--- src/rtl/mem_access_ctrl_if.sv ---
// Data-memory bus between the access sequencer (master) and the memory (slave).
interface mem_access_ctrl_if;
    logic        Mem_Req;
    logic        Mem_We;
    logic [31:0] Mem_Addr;
    logic [3:0]  Mem_BE;
    logic [31:0] Mem_WData;
    logic [31:0] Mem_RData;
    logic        Mem_Ready;

    modport master (
        output Mem_Req, Mem_We, Mem_Addr, Mem_BE, Mem_WData,
        input  Mem_RData, Mem_Ready
    );

    modport slave (
        input  Mem_Req, Mem_We, Mem_Addr, Mem_BE, Mem_WData,
        output Mem_RData, Mem_Ready
    );
endinterface

--- src/rtl/mem_access_ctrl.sv ---
// Load/store sequencer: turns pipeline memory requests into a word-aligned
// handshake with byte enables, stalling the pipeline across wait states.
module mem_access_ctrl #(
    parameter int TIMEOUT = 16,
    parameter int CNT_W   = 8
) (
    input  logic                 clk,
    input  logic                 reset,
    input  logic                 MemRead,
    input  logic                 MemWrite,
    input  logic                 Byte_Op,
    input  logic [31:0]          Address,
    input  logic [31:0]          Write_data,
    output logic [31:0]          Read_data,
    output logic                 Load_Select,
    output logic [1:0]           Offset,
    output logic                 Stall,
    output logic                 Access_Err,
    mem_access_ctrl_if.master    mem
);

    typedef enum logic [1:0] {IDLE, REQ, DONE} state_t;

    state_t      stateQ, stateD;
    logic [CNT_W-1:0] cntQ, cntD;
    logic [31:0] addrQ, addrD;
    logic [31:0] wdataQ, wdataD;
    logic        byteQ, byteD;
    logic        writeQ, writeD;
    logic        errQ, errD;
    logic [31:0] rdataQ, rdataD;
    logic [1:0]  offQ, offD;
    logic        lselQ, lselD;
    logic        reqActive;

    always_ff @(posedge clk) begin
        if (reset) begin
            stateQ <= IDLE;
            cntQ   <= '0;
            addrQ  <= '0;
            wdataQ <= '0;
            byteQ  <= 1'b0;
            writeQ <= 1'b0;
            errQ   <= 1'b0;
            rdataQ <= '0;
            offQ   <= '0;
            lselQ  <= 1'b0;
        end else begin
            stateQ <= stateD;
            cntQ   <= cntD;
            addrQ  <= addrD;
            wdataQ <= wdataD;
            byteQ  <= byteD;
            writeQ <= writeD;
            errQ   <= errD;
            rdataQ <= rdataD;
            offQ   <= offD;
            lselQ  <= lselD;
        end
    end

    always_comb begin
        stateD = stateQ;
        cntD   = cntQ;
        addrD  = addrQ;
        wdataD = wdataQ;
        byteD  = byteQ;
        writeD = writeQ;
        errD   = 1'b0;
        rdataD = rdataQ;
        offD   = offQ;
        lselD  = lselQ;
        Stall  = 1'b0;

        case (stateQ)
            IDLE: begin
                if (MemRead || MemWrite) begin
                    Stall  = 1'b1;
                    addrD  = Address;
                    wdataD = Write_data;
                    byteD  = Byte_Op;
                    writeD = MemWrite;
                    cntD   = '0;
                    // Conflicting or misaligned requests never reach the memory.
                    if ((MemRead && MemWrite) || (!Byte_Op && (Address[1:0] != 2'b00))) begin
                        errD   = 1'b1;
                        stateD = DONE;
                    end else begin
                        stateD = REQ;
                    end
                end
            end
            REQ: begin
                Stall = 1'b1;
                if (mem.Mem_Ready) begin
                    if (!writeQ) begin
                        rdataD = mem.Mem_RData;
                        offD   = addrQ[1:0];
                        lselD  = byteQ;
                    end
                    cntD   = '0;
                    stateD = DONE;
                end else if (cntQ == CNT_W'(TIMEOUT - 1)) begin
                    errD = 1'b1;
                    if (!writeQ) begin
                        rdataD = '0;
                        offD   = addrQ[1:0];
                        lselD  = byteQ;
                    end
                    cntD   = '0;
                    stateD = DONE;
                end else begin
                    cntD = cntQ + 1'b1;
                end
            end
            DONE: begin
                // Requests still visible here are the completed ones; drop them.
                stateD = IDLE;
            end
            default: begin
                stateD = IDLE;
            end
        endcase
    end

    assign reqActive = (stateQ == REQ);

    always_comb begin
        mem.Mem_Req   = reqActive;
        mem.Mem_We    = 1'b0;
        mem.Mem_Addr  = '0;
        mem.Mem_BE    = '0;
        mem.Mem_WData = '0;
        if (reqActive) begin
            mem.Mem_We   = writeQ;
            mem.Mem_Addr = {addrQ[31:2], 2'b00};
            if (byteQ) begin
                mem.Mem_BE    = 4'b0001 << addrQ[1:0];
                mem.Mem_WData = {4{wdataQ[7:0]}};
            end else begin
                mem.Mem_BE    = 4'b1111;
                mem.Mem_WData = wdataQ;
            end
        end
    end

    assign Read_data   = rdataQ;
    assign Offset      = offQ;
    assign Load_Select = lselQ;
    assign Access_Err  = errQ;

endmodule

--- src/flat_wrapper.sv ---
// flat-port wrapper written by rule: the top's interface ports become plain ports
module mem_access_ctrl_flat 
#(
    parameter int TIMEOUT = 16,
    parameter int CNT_W   = 8
)
  (clk, reset, MemRead, MemWrite, Byte_Op, Address, Write_data, Read_data, Load_Select, Offset, Stall, Access_Err, mem_Mem_Req, mem_Mem_We, mem_Mem_Addr, mem_Mem_BE, mem_Mem_WData, mem_Mem_RData, mem_Mem_Ready);
  mem_access_ctrl_if mem_i ();
  input  logic clk;
  input  logic reset;
  input  logic MemRead;
  input  logic MemWrite;
  input  logic Byte_Op;
  input  logic [31:0] Address;
  input  logic [31:0] Write_data;
  output logic [31:0] Read_data;
  output logic Load_Select;
  output logic [1:0] Offset;
  output logic Stall;
  output logic Access_Err;
  output wire logic [$bits(mem_i.Mem_Req)-1:0] mem_Mem_Req;
  output wire logic [$bits(mem_i.Mem_We)-1:0] mem_Mem_We;
  output wire logic [$bits(mem_i.Mem_Addr)-1:0] mem_Mem_Addr;
  output wire logic [$bits(mem_i.Mem_BE)-1:0] mem_Mem_BE;
  output wire logic [$bits(mem_i.Mem_WData)-1:0] mem_Mem_WData;
  input wire logic [$bits(mem_i.Mem_RData)-1:0] mem_Mem_RData;
  input wire logic [$bits(mem_i.Mem_Ready)-1:0] mem_Mem_Ready;
  assign mem_Mem_Req = mem_i.Mem_Req;
  assign mem_Mem_We = mem_i.Mem_We;
  assign mem_Mem_Addr = mem_i.Mem_Addr;
  assign mem_Mem_BE = mem_i.Mem_BE;
  assign mem_Mem_WData = mem_i.Mem_WData;
  assign mem_i.Mem_RData = mem_Mem_RData;
  assign mem_i.Mem_Ready = mem_Mem_Ready;
  mem_access_ctrl #(.TIMEOUT(TIMEOUT), .CNT_W(CNT_W)) u_core (.clk(clk), .reset(reset), .MemRead(MemRead), .MemWrite(MemWrite), .Byte_Op(Byte_Op), .Address(Address), .Write_data(Write_data), .Read_data(Read_data), .Load_Select(Load_Select), .Offset(Offset), .Stall(Stall), .Access_Err(Access_Err), .mem(mem_i));
endmodule
--- config.mk ---
export PLATFORM = sky130hd
export DESIGN_NAME = mem_access_ctrl_flat
export DESIGN_NICKNAME = d
export VERILOG_FILES = /design/src/rtl/mem_access_ctrl_if.sv /design/src/rtl/mem_access_ctrl.sv /design/src/flat_wrapper.sv
export SDC_FILE = /design/constraint.sdc
export NUM_CORES = 1
export LEC_CHECK = 0
export BUFFER_PORTS_ARGS = -buffer_cell sky130_fd_sc_hd__buf_4
export CORE_MARGIN = 5
export CORE_UTILIZATION = 45
export CTS_BUF_LIST = sky130_fd_sc_hd__clkbuf_16
export CTS_CLUSTER_DIAMETER = 150
export DETAILED_ROUTE_END_ITERATION = 8
export GPL_TIMING_DRIVEN = 0
export HOLD_SLACK_MARGIN = 0.02
export PLACE_DENSITY = 0.77
export SYNTH_ARGS = -nofsm -noshare
export SYNTH_HDL_FRONTEND = slang
export SYNTH_SLANG_ARGS = --single-unit
--- constraint.sdc ---
create_clock -name clk -period 1.96 [get_ports clk]
set_input_delay 0.392 -clock clk [delete_from_list [all_inputs] [get_ports clk]]
set_output_delay 0.392 -clock clk [all_outputs]
set_load 0.005 [all_outputs]
Word-level counts from Yosys, hierarchy flattened
Index checks and enable logic that the tools add are counted.
- flip-flop bits (word level): 112
- bits of input ports: 102
- logic and storage cells: 63
- output and inout port bits: 107
- add/subtract/negate cells: 1
- multiplexer cells: 32
- reductions and logical operators: 14
- eq/ne operators: 4
- bitwise gates (word level): 1
- shift-type cells: 1
- operator list (cell ; number):
    $mux W32 ; 7
    $mux W8 ; 3
    $pmux W8 S2 ; 1
    $mux W2 ; 7
    $mux W1 ; 9
    $add A8 B1 Y8 const B ; 1
    $eq A8 B4 Y1 const B ; 1
    $mux W4 ; 2
    $reduce_and A2 Y1 ; 4
    $reduce_bool A2 Y1 ; 3
    $pmux W1 S2 ; 2
    $pmux W2 S2 ; 1
    $shl A1 B2 Y4 const A ; 1
    $ne A3 B1 Y1 const B ; 1
    $reduce_and A3 Y1 ; 1
    $eq A2 B1 Y1 const B ; 1
    $logic_and A1 B1 Y1 ; 2
    $logic_not A2 Y1 ; 1
    $logic_or A1 B1 Y1 ; 2
    $ne A2 B1 Y1 const B ; 1
    $logic_not A1 Y1 ; 1
    $not A1 Y1 ; 1

Depth between registers and ports, before layout
Gate-level depths: netlist of run 1.
- depth after elaboration: 6
- mapped depth: 7
- mapped depth without buffers: 5

Worst setup path before layout of run 1
No wires, ideal clock.
- path type: reg-to-reg
- start: register u_core.cntQ[0]
- end: register u_core.rdataQ[0], in the netlist u_core.Read_data[0]
- required time: 1901 ps
- clock period less this slack: 1608 ps
- stages on the path, launching flop included: 8
- path buffers: 2
- arrival: 1549 ps
- setup slack: 352 ps
- setup time: 59 ps
- path through: dfxtp_1 > ha_1 > and3_1 > buf_6 > a21o_4 > a21oi_4 > buf_6 > a22o_1
- word-level cells in the longest chain between the ends: 3
- ends and longest elaborated chain (what ; line ; source):
    from (decl) ; mem_access_ctrl.sv:25 ; logic [CNT_W-1:0] cntQ, cntD;
    from (signal assigned) ; mem_access_ctrl.sv:50 ; cntQ <= cntD;
    $eq A8 B4 Y1 ; mem_access_ctrl.sv:103 ; end else if (cntQ == CNT_W'(TIMEOUT - 1)) begin
    $reduce_bool A2 Y1 (no line) ; - ;
    $reduce_and A3 Y1 (no line) ; - ;
    to (signal assigned) ; mem_access_ctrl.sv:56 ; rdataQ <= rdataD;
    to (decl) ; mem_access_ctrl.sv:31 ; logic [31:0] rdataQ, rdataD;
No other way between the ends.
A chain may end at the register's enable or synchronous reset.

Worst setup path in the final report of run 1
- start: register u_core.stateQ[1]
- end: output port mem_Mem_WData[1]
- word-level cells in the longest chain between the ends: 2
- ends and longest elaborated chain (what ; line ; source):
    from (decl) ; mem_access_ctrl.sv:24 ; state_t stateQ, stateD;
    from (signal assigned) ; mem_access_ctrl.sv:49 ; stateQ <= stateD;
    $eq A2 B1 Y1 ; mem_access_ctrl.sv:126 ; assign reqActive = (stateQ == REQ);
    $mux W32 ; mem_access_ctrl.sv:134 ; if (reqActive) begin
    to (decl) ; flat_wrapper.sv:25 ; output wire logic [$bits(mem_i.Mem_WData)-1:0] mem_Mem_WData;
No other way between the ends.

==> results of run 1 <==
-- cells in the final DEF, fill, tap and decap left out, drive strengths merged --
| cell | count |
|---|---|
| a2111oi | 1 |
| a211oi | 1 |
| a21o | 1 |
| a21oi | 99 |
| a22o | 34 |
| a22oi | 2 |
| a32oi | 1 |
| and2 | 41 |
| and3 | 1 |
| buf | 237 |
| bufinv | 1 |
| clkbuf | 23 |
| clkinv | 2 |
| clkinvlp | 1 |
| conb | 2 |
| dfxtp | 112 |
| ha | 1 |
| inv | 6 |
| mux2i | 1 |
| nand2 | 146 |
| nand2b | 30 |
| nand3 | 4 |
| nand3b | 1 |
| nand4 | 1 |
| nand4b | 3 |
| nand4bb | 1 |
| nor2 | 10 |
| nor2b | 1 |
| nor3 | 4 |
| nor4 | 2 |
| nor4b | 1 |
| o21a | 2 |
| o21ai | 8 |
| o21ba | 1 |
| or2 | 1 |
| or3 | 1 |
| xnor2 | 2 |
-- layout make-up --
class	instances	area share
flip-flops and latches	112	0.325
repair buffers	207	0.225
multi-input cells	404	0.336
clock inverters	7	0.0118
plain buffers	44	0.0426
clock buffers	9	0.0326
well taps	136	0.0247
inverters	3	0.00163
-- synthesized netlist by cell type, drive strengths merged --
cell	number	area, sq um
or2	1	6.26
nor4b	1	15.0
nand2b	30	188
nand4b	3	26.3
nand3b	1	7.51
o21ai	8	40.0
nor4	2	27.5
a32oi	1	8.76
and3	1	6.26
a21o	1	15.0
a21oi	99	507
nand2	146	548
a22oi	2	15.0
mux2i	1	10.0
dfxtp	112	2240
conb	1	3.75
a2111oi	1	15.0
o21a	2	15.0
a211oi	1	7.51
nand4	1	6.26
xnor2	2	17.5
o21ba	1	10.0
ha	1	12.5
nor2b	1	6.26
nand4bb	1	11.3
buf	24	161
inv	3	11.3
clkbuf	20	75.1
nand3	4	20.0
nor2	10	53.8
a22o	34	299
and2	41	257
nor3	4	20.0
or3	1	6.26
-- through the flow --
step / utilization / instance area, sq um / hold WS, ns / setup slack, ns / total power (uW)
6_report: 0.674 / 6900 / 0.249 / 0.0390 / 5340
5_1_grt: 0.674 / 6900 / 0.246 / -0.00839 / 5550
4_1_cts: 0.667 / 6820 / 0.240 / 0.0148 / 5350
3_5_place_dp: 0.625 / 6390 / 0.442 / 0.0366 / 3430
3_3_place_gp: 0.625 / 6390 / 0.438 / 0.00481 / 3410
2_1_floorplan: - / 4670 / 0.432 / 0.352 / 3020
-- worst reg2reg max path, stage by stage, from the launching register on --
cell and delay [ns]:
dfxtp_1 0.36, ha_1 0.24, and3_1 0.19, buf_6 0.14, a21o_4 0.22, a21oi_4 0.24
buf_6 0.18, a22o_1 0.15
-- power groups by stage --
stage | logic, uW | clock network, uW | registers (uW)
floorplan | 479 | 0 | 2540
global placement | 849 | 0 | 2560
detailed placement | 869 | 0 | 2560
CTS | 914 | 1920 | 2510
global route | 1040 | 1980 | 2530
finish | 934 | 1890 | 2520
-- layer usage --
metal	vias up	GRT usage
met4	0	0.0722
met5	-	0
met1	2160	0.270
li1	2320	-
met3	21	0.0533
met2	161	0.375
-- kinds of logic after synthesis --
group                    share of synthesized area
AND/OR/NAND/NOR                              0.258
adder cells (fa/ha/maj)                    0.00268
buffers and inverters                       0.0530
AO/OA/AOI/OAI                                0.200
multiplexers                               0.00214
flip-flops                                   0.480
XOR/XNOR                                   0.00375
other                                     0.000803
-- sequential cells by signal, summed over array words and instances, names as in the netlist --
name                flops
u_core.Read_data       32
u_core.addrQ           32
u_core.byteQ            1
u_core.cntQ             8
u_core.wdataQ          32
u_core.writeQ           1
u_core.Load_Select      1
u_core.Offset           2
u_core.Access_Err       1
u_core.stateQ           2
-- final timing paths --
path                    start                    to  depth (start not counted)
min          mem_Mem_RData[5]   u_core.Read_data[5]                          2
max reg2reg    u_core.cntQ[0]  u_core.Read_data[19]                          7
max          u_core.stateQ[1]      mem_Mem_WData[1]                          6
min reg2reg  u_core.addrQ[20]      u_core.addrQ[20]                          2
-- what timing repair did --
item | in CTS | in global routing
endpoints found under the setup margin | 68 | 38
setup buffers | 1 | 0
gates resized for setup | 42 | 25
pin swaps | 0 | 1
==> reports/metrics.yaml, run 1 <==
run_status:
  status: "finished, final reports clean"
global_routing:
  grt_pass1_wl_mm: 22.7
  grt_max_degree: 20
  grt_pass1_vias: 4628
  antenna_found_initial: 0
  grt_use_total: 0.219
  grt-ovfl-total: 0
cts:
  cts_hold_buf: 0
  clk_pin_slew_ns: 0.08
  root_buffer: "clkbuf_16"
  cts_tree: "built"
  clk_latency_ns: 0.35
  clock_path_buffers: 2
  cts_buffers: 9
  clock-sinks: 112
  htreeDepth: 3
placement:
  portBuffers: 206
  gp_congestion: 0.845
  hpwl_mm: 10.6
  dpl.cell_count: 905
route:
  drt_pass1_iterations: 5
  drt_iter0_drc: 262
  post-route-drc-count: 0
  finalWirelength_mm: 14.2
  dr_wl_met3_microns: 910
  wl_met2_mm: 6.98
  wl_met1_mm: 6.04
  num_vias: 4662
  vias_per_cell: 5.06
  ant_nets: 0
  top_layer_used: "met4"
  wl_per_cell_microns: 15.4
timing:
  rsz0062_at_grt: "yes"
  tns_ns: 0
  min_period_ns: 1.92
  hold_viol: 0
  setup_viol: 0
  fin_skew_ns: 0.0114
  max-slew-margin-rel: 0.640
  fmax_mhz: 521
  finalMaxSlewViolations: 0
  worst_pin_slew_ns: 0.536
  fin_crit_sh: 0.980
final_layout:
  regArea_sq_um: 2240
  final_cell_count_no_fill: 922
  fillers: 877
  drive_gt1_frac: 0.377
  diodes: 0
  nets: 884
  area_growth_pct: 47.7
  multi_input_area_sq_um: 2320
yosys:
  ys_seq_area_frac: 0.480
  synth_cells: 562
  synth_area_per_cell_sq_um: 8.31
  netlist_area_sq_um: 4670
  ys_types: 42
  synth-seq-cells: 112
  synth-warning-count: 0
power:
  p_comb_frac: 0.175
  ir_worst_vdd_mv: 0.676
  p_clk_frac: 0.354
  p_leak_uw: 0.00306
  p_seq_frac: 0.471
  powerDensity_nw_per_um2: 774
  p_switching_uw: 1460
  internal_power_uw: 3880
  swShare: 0.274
critical_path:
  path_buf_inv: 4
  crit_type: "flop to primary output"
  end_kind: "primary output"
  arrival_ns: 1.53
  r2r_slack_ns: 0.19
  critical_path.slowest_cell: "dfxtp_2"
  crit_chain: "nand2b_1 > buf_6 > inv_2 > clkbuf_8 > and2_1 > buf_4"
  path_delay_family: "buffers and inverters"
  cp.required_ns: 1.57
  path_max_fanout: 10
  max_stage_delay_ns: 0.34
  startpoint_type: "flop"
floorplan:
  core-area_sq_um: 10200
  num_rows: 37
  ios: 209
  die_w_microns: 112
  dieArea_sq_um: 12500
  initial_core_util: 0.457
  dieHeight_microns: 112
worst_hold_path:
  hp-class: "input port to flop"
flow_run:
  drv_cap: 0
(Power assumes the default switching activity.)
==> inputs of run 2 (changes only) <==
Settings changed: CORE_MARGIN 5 to 2.
Clock period 1.96 ns to 2.09 ns, I/O delays scaled along.
==> run 2 against run 1 <==
Effect of this change: combinational power shrank 11%; wire length fell by 9.4%; clock skew down 0.0031 ns; die area fell by 10%; sequential power shrank 6%; via count fell by 0.34%; worst setup slack improved by 0.032 ns; clock power is 16% lower; non-clock buffer count shrank 2; largest power group unchanged.
==> reports/metrics.yaml, run 2 (synthesized netlist as in run 1, its figures left out) <==
final_layout:
  nets: 882
  drive_gt1_frac: 0.347
  area_growth_pct: 44.1
  final_common_cell: "buf_4"
  final_cell_count_no_fill: 920
  diodes: 0
  final_cell_mix: "buf_4 (213), nand2_1 (146), dfxtp_1 (110), a21oi_1 (88), and2_1 (41)"
timing:
  hold_viol: 0
  max-slew-margin-rel: 0.607
  worst_pin_slew_ns: 0.585
  min_period_ns: 2.02
  setup_viol: 0
  rsz0062_at_grt: "yes"
  hold_ws_ns: 0.288
  finalMaxSlewViolations: 0
  fin_crit_sh: 0.966
  fin_skew_ns: 0.00826
  fmax_mhz: 495
floorplan:
  dieArea_sq_um: 11200
  ios: 209
  die_w_microns: 106
  core-area_sq_um: 10200
  initial_core_util: 0.459
  num_rows: 37
  dieHeight_microns: 106
critical_path:
  startpoint_type: "flop"
  critical_path.slowest_cell: "dfxtp_2"
  end_kind: "primary output"
  rr_worst_depth: 6
  crit_type: "flop to primary output"
  cp.required_ns: 1.67
  path_delay_family: "buffers and inverters"
  path_buf_inv: 4
  crit_chain: "nand2b_1 > buf_6 > buf_4 > buf_6 > a21oi_1 > buf_4"
  r2r_start: "u_core.cntQ[0]"
  r2r_slack_ns: 0.28
  max_stage_delay_ns: 0.34
  path_max_fanout: 10
  arrival_ns: 1.60
  r2r-end: "u_core.cntQ[5]"
global_routing:
  grt_max_degree: 19
  grt_util_met2: 0.382
  grt_pass1_vias: 4444
  grt-ovfl-total: 0
  antenna_found_initial: 0
  met1_usage: 0.276
  grt_use_total: 0.224
  grt.busiest_layer: "met2"
  grt_pass1_wl_mm: 20.5
  met3_usage: 0.0526
cts:
  post-cts-setup-buffers: 0
  cts_tree: "built"
  root_buffer: "clkbuf_16"
  clock-sinks: 112
  clk_pin_slew_ns: 0.07
  clock_path_buffers: 2
  htreeDepth: 3
  cts_buffers: 9
  clk_latency_ns: 0.34
worst_hold_path:
  whs_endpoint: "u_core.Read_data[16]"
  hp-class: "input port to flop"
  min_path_cells: 2
  hold_start: "mem_Mem_RData[16]"
route:
  ant_nets: 0
  drt_pass1_iterations: 4
  wl_per_cell_microns: 14.0
  num_vias: 4646
  vias_per_cell: 5.05
  finalWirelength_mm: 12.9
  drt_iter0_drc: 263
  post-route-drc-count: 0
power:
  powerDensity_nw_per_um2: 710
  ir_worst_vdd_mv: 0.517
  p_leak_uw: 0.00303
  totalPowerFinal_uw: 4780
placement:
  dpl.cell_count: 905
  portBuffers: 206
  hpwl_mm: 9.78
  gp_congestion: 0.882
run_status:
  status: "finished, final reports clean"
flow_run:
  drv_cap: 0
## run 2: worst max path at each step
| stage | cells after the start | endpoint | from |
|---|---|---|---|
| 6_report | 6 | mem_Mem_WData[27] | u_core.stateQ[1] |
| 5_1_grt | 6 | mem_Mem_Addr[19] | u_core.stateQ[1] |
| 4_1_cts | 6 | mem_Mem_WData[14] | u_core.stateQ[1] |
| 3_5_place_dp | 5 | mem_Mem_WData[29] | u_core.byteQ |
| 3_3_place_gp | 5 | mem_Mem_WData[28] | u_core.byteQ |
| 2_1_floorplan | 7 | u_core.Read_data[0] | u_core.cntQ[0] |
## run 2: final cells by class
class | instances | area (sq um)
clock inverter | 7 | 47.5
clock buffer | 9 | 225
tap | 136 | 170
sequential | 112 | 2240
inverter | 3 | 11.3
fill | 883 | 3450
timing repair buffer | 206 | 1550
multi-input combinational | 404 | 2220
buffer | 43 | 263
## run 2: power by group
| group | total, uW | leakage [uW] | switching, uW | internal (uW) |
|---|---|---|---|---|
| logic | 829 | 0.00197 | 429 | 399 |
| registers | 2360 | 0.000917 | 86.0 | 2280 |
| clock network | 1590 | 0.000133 | 776 | 810 |
## run 2: repair_timing
item | 4_1_cts | 5_1_grt
hold endpoints to repair | 0 | 0
hold buffers | 0 | 0
setup endpoints to repair | 65 | 61
resized for setup | 11 | 20
## run 2: per-stage QoR
step | utilization | area, sq um | TNS, ns | setup WS (ns)
after global routing | 0.661 | 6730 | -0.00882 | -0.00586
after CTS | 0.656 | 6680 | 0 | 0.00875
final | 0.661 | 6730 | 0 | 0.0714
after floorplan | - | 4670 | 0 | 0.482
after detailed placement | 0.628 | 6390 | 0 | 0.109
after global placement | 0.628 | 6390 | 0 | 0.126
## run 2: metal layers
metal,routed length (microns),vias up
met2,6170,161
met4,280,0
met5,0,-
li1,-,2312
met3,852,20
met1,5580,2153
==> inputs of run 3 (changes only) <==
--- a/config.mk
+++ b/config.mk
@@ -8,9 +8,8 @@
 export BUFFER_PORTS_ARGS = -buffer_cell sky130_fd_sc_hd__buf_4
 export CORE_MARGIN = 2
-export CORE_UTILIZATION = 45
+export CORE_UTILIZATION = 43
 export CTS_BUF_LIST = sky130_fd_sc_hd__clkbuf_16
 export CTS_CLUSTER_DIAMETER = 150
 export DETAILED_ROUTE_END_ITERATION = 8
-export GPL_TIMING_DRIVEN = 0
 export HOLD_SLACK_MARGIN = 0.02
 export PLACE_DENSITY = 0.77
==> constraint.sdc (replaced) <==
create_clock -name clk -period 1.7 [get_ports clk]
set_input_delay 0.255 -clock clk [delete_from_list [all_inputs] [get_ports clk]]
set_output_delay 0.255 -clock clk [all_outputs]
set_load 0.005 [all_outputs]
==> run 3 against run 2 <==
Effect of this change: clock skew is essentially flat; utilization shrank 3.0 points; global-route usage shrank 1.0 points; combinational power up 25%; non-clock buffer count is 22 lower; wire length is 1.7% higher; cell count decreased by 2.1%; critical path depth stayed put; worst setup slack worse by 0.019 ns; count of clock-buffer cells in the layout did not move; largest cell class unchanged; highest routed layer unchanged.
==> reports/metrics.yaml, run 3 (synthesized netlist as in run 1, its figures left out) <==
final_layout:
  final_common_cell: "buf_4"
  area_growth_pct: 44.4
  final_cell_mix: "buf_4 (218), nand2_1 (143), dfxtp_1 (110), a21oi_1 (96), and2_1 (40)"
  final_cell_count_no_fill: 901
  drive_gt1_frac: 0.346
  postLayoutCellArea_sq_um: 6750
  nets: 860
  diodes: 0
  fillers: 922
power:
  p_clk_frac: 0.324
  internal_power_uw: 4290
  p_switching_uw: 1550
  powerDensity_nw_per_um2: 865
  ir_worst_vdd_mv: 0.476
  totalPowerFinal_uw: 5840
  swShare: 0.265
  p_leak_uw: 0.00300
  p_comb_frac: 0.179
  p_seq_frac: 0.497
worst_hold_path:
  hold_start: "mem_Mem_RData[0]"
  min_path_cells: 2
  hp-class: "input port to flop"
  whs_endpoint: "u_core.Read_data[0]"
flow_run:
  drv_cap: 0
critical_path:
  critical_path.slowest_cell: "dfxtp_1"
  cp.required_ns: 1.98
  crit_chain: "ha_2 > and3_4 > a21o_4 > a21oi_4 > clkbuf_16 > a22o_1"
  r2r_start: "u_core.cntQ[0]"
  startpoint_type: "flop"
  rr_worst_depth: 6
  path_max_fanout: 16
  max_stage_delay_ns: 0.32
  arrival_ns: 1.93
  end_kind: "flop"
  r2r_slack_ns: 0.05
  crit_type: "flop to flop"
  r2r-end: "u_core.Read_data[28]"
timing:
  min_period_ns: 1.65
  rsz0062_at_grt: "yes"
  fmax_mhz: 607
  setup_viol: 0
  finalMaxSlewViolations: 0
  hold_viol: 0
  fin_crit_sh: 0.969
  fin_skew_ns: 0.00795
global_routing:
  grt-ovfl-total: 0
  grt_pass1_wl_mm: 19.9
  grt_use_total: 0.214
  grt_max_degree: 42
  antenna_found_initial: 0
  grt_pass1_vias: 4252
floorplan:
  dieHeight_microns: 108
  initial_core_util: 0.437
  die_w_microns: 108
  ios: 209
  num_rows: 38
  core-area_sq_um: 10700
  dieArea_sq_um: 11700
placement:
  placed_cell_area_sq_um: 6360
  gp_congestion: 0.873
  dpl.cell_count: 884
  hpwl_mm: 9.36
  portBuffers: 206
cts:
  root_buffer: "clkbuf_16"
  htreeDepth: 3
  clock_path_buffers: 2
  clock-sinks: 112
  cts_hold_buf: 0
  cts_buffers: 9
  cts_tree: "built"
  clk_latency_ns: 0.34
  clk_pin_slew_ns: 0.07
route:
  ant_nets: 0
  num_vias: 4565
  finalWirelength_mm: 13.1
  drt_iter0_drc: 286
  wl_per_cell_microns: 14.5
  vias_per_cell: 5.07
  drt_pass1_iterations: 7
  post-route-drc-count: 0
run_status:
  status: "finished, final reports clean"
run 3: changes by cell type in the layout (fill, tap and decap cells not counted), moves of 5 or more:
cell      before  now
buf_6          7    2
a21oi_1       88   96
buf_4        213  218
buf_2         12    0
a21oi_2       10    2
buf_12         0    5
clkbuf_1      13    0
run 3: metrics by stage:
stage                      util  setup WS, ns  TNS, ns  hold slack [ns]
final                     0.631        0.0524        0            0.121
after global routing      0.631       -0.0179  -0.0179            0.118
after CTS                 0.621        0.0101        0            0.110
after detailed placement  0.595        0.0506        0            0.443
after global placement    0.595         0.111        0            0.437
after floorplan               -        0.0920        0            0.380
run 3: repair_timing:
action | CTS | global route
pin swaps | 0 | 1
resized for setup | 5 | 13
buffers inserted | 0 | 0
cloned | 0 | 2
setup endpoints to repair | 60 | 66
run 3: how the worst max path moves through the flow:
stage	start	to	slack (ns)
after floorplan	u_core.cntQ[0]	u_core.Read_data[0]	0.09
after global placement	u_core.cntQ[0]	u_core.cntQ[5]	0.11
after detailed placement	u_core.cntQ[0]	u_core.cntQ[5]	0.05
after CTS	u_core.stateQ[0]	Stall	0.01
after global routing	u_core.cntQ[0]	u_core.Read_data[28]	-0.02
final	u_core.cntQ[0]	u_core.Read_data[28]	0.05
run 3: cell type report:
type / count / area [sq um] / area share
sequential: 112 / 2240 / 0.333
multi-input combinational: 404 / 2240 / 0.332
timing repair buffer: 227 / 1810 / 0.268
clock buffer: 9 / 225 / 0.0334
tap: 140 / 175 / 0.0260
clock inverter: 6 / 37.5 / 0.00556
inverter: 3 / 11.3 / 0.00167
run 3: worst max-delay path: cells and delay by family, from the launching register on:
kind            cells  cell delay, ns
buf+inv             1            0.23
flops               1            0.32
compound gates      3            0.64
simple gates        1            0.20
fa+ha+maj           1            0.19
run 3: routing by layer:
metal  track usage  wire length [microns]  part of all wire  vias up
met5             0                      0                 0        -
met4        0.0806                    225             0.017        0
met3        0.0434                   1020             0.078       15
met2         0.364                   6570              0.50      170
met1         0.267                   5290              0.40     2117
li1              -                      -                 -     2263
run 3: power groups by stage:
| stage | clock network (uW) | logic, uW | registers (uW) |
|---|---|---|---|
| 2_1_floorplan | 0 | 552 | 2930 |
| 3_3_place_gp | 0 | 988 | 2950 |
| 3_5_place_dp | 0 | 1010 | 2960 |
| 4_1_cts | 1940 | 1020 | 2900 |
| 5_1_grt | 2060 | 1150 | 2920 |
| 6_report | 1890 | 1040 | 2900 |
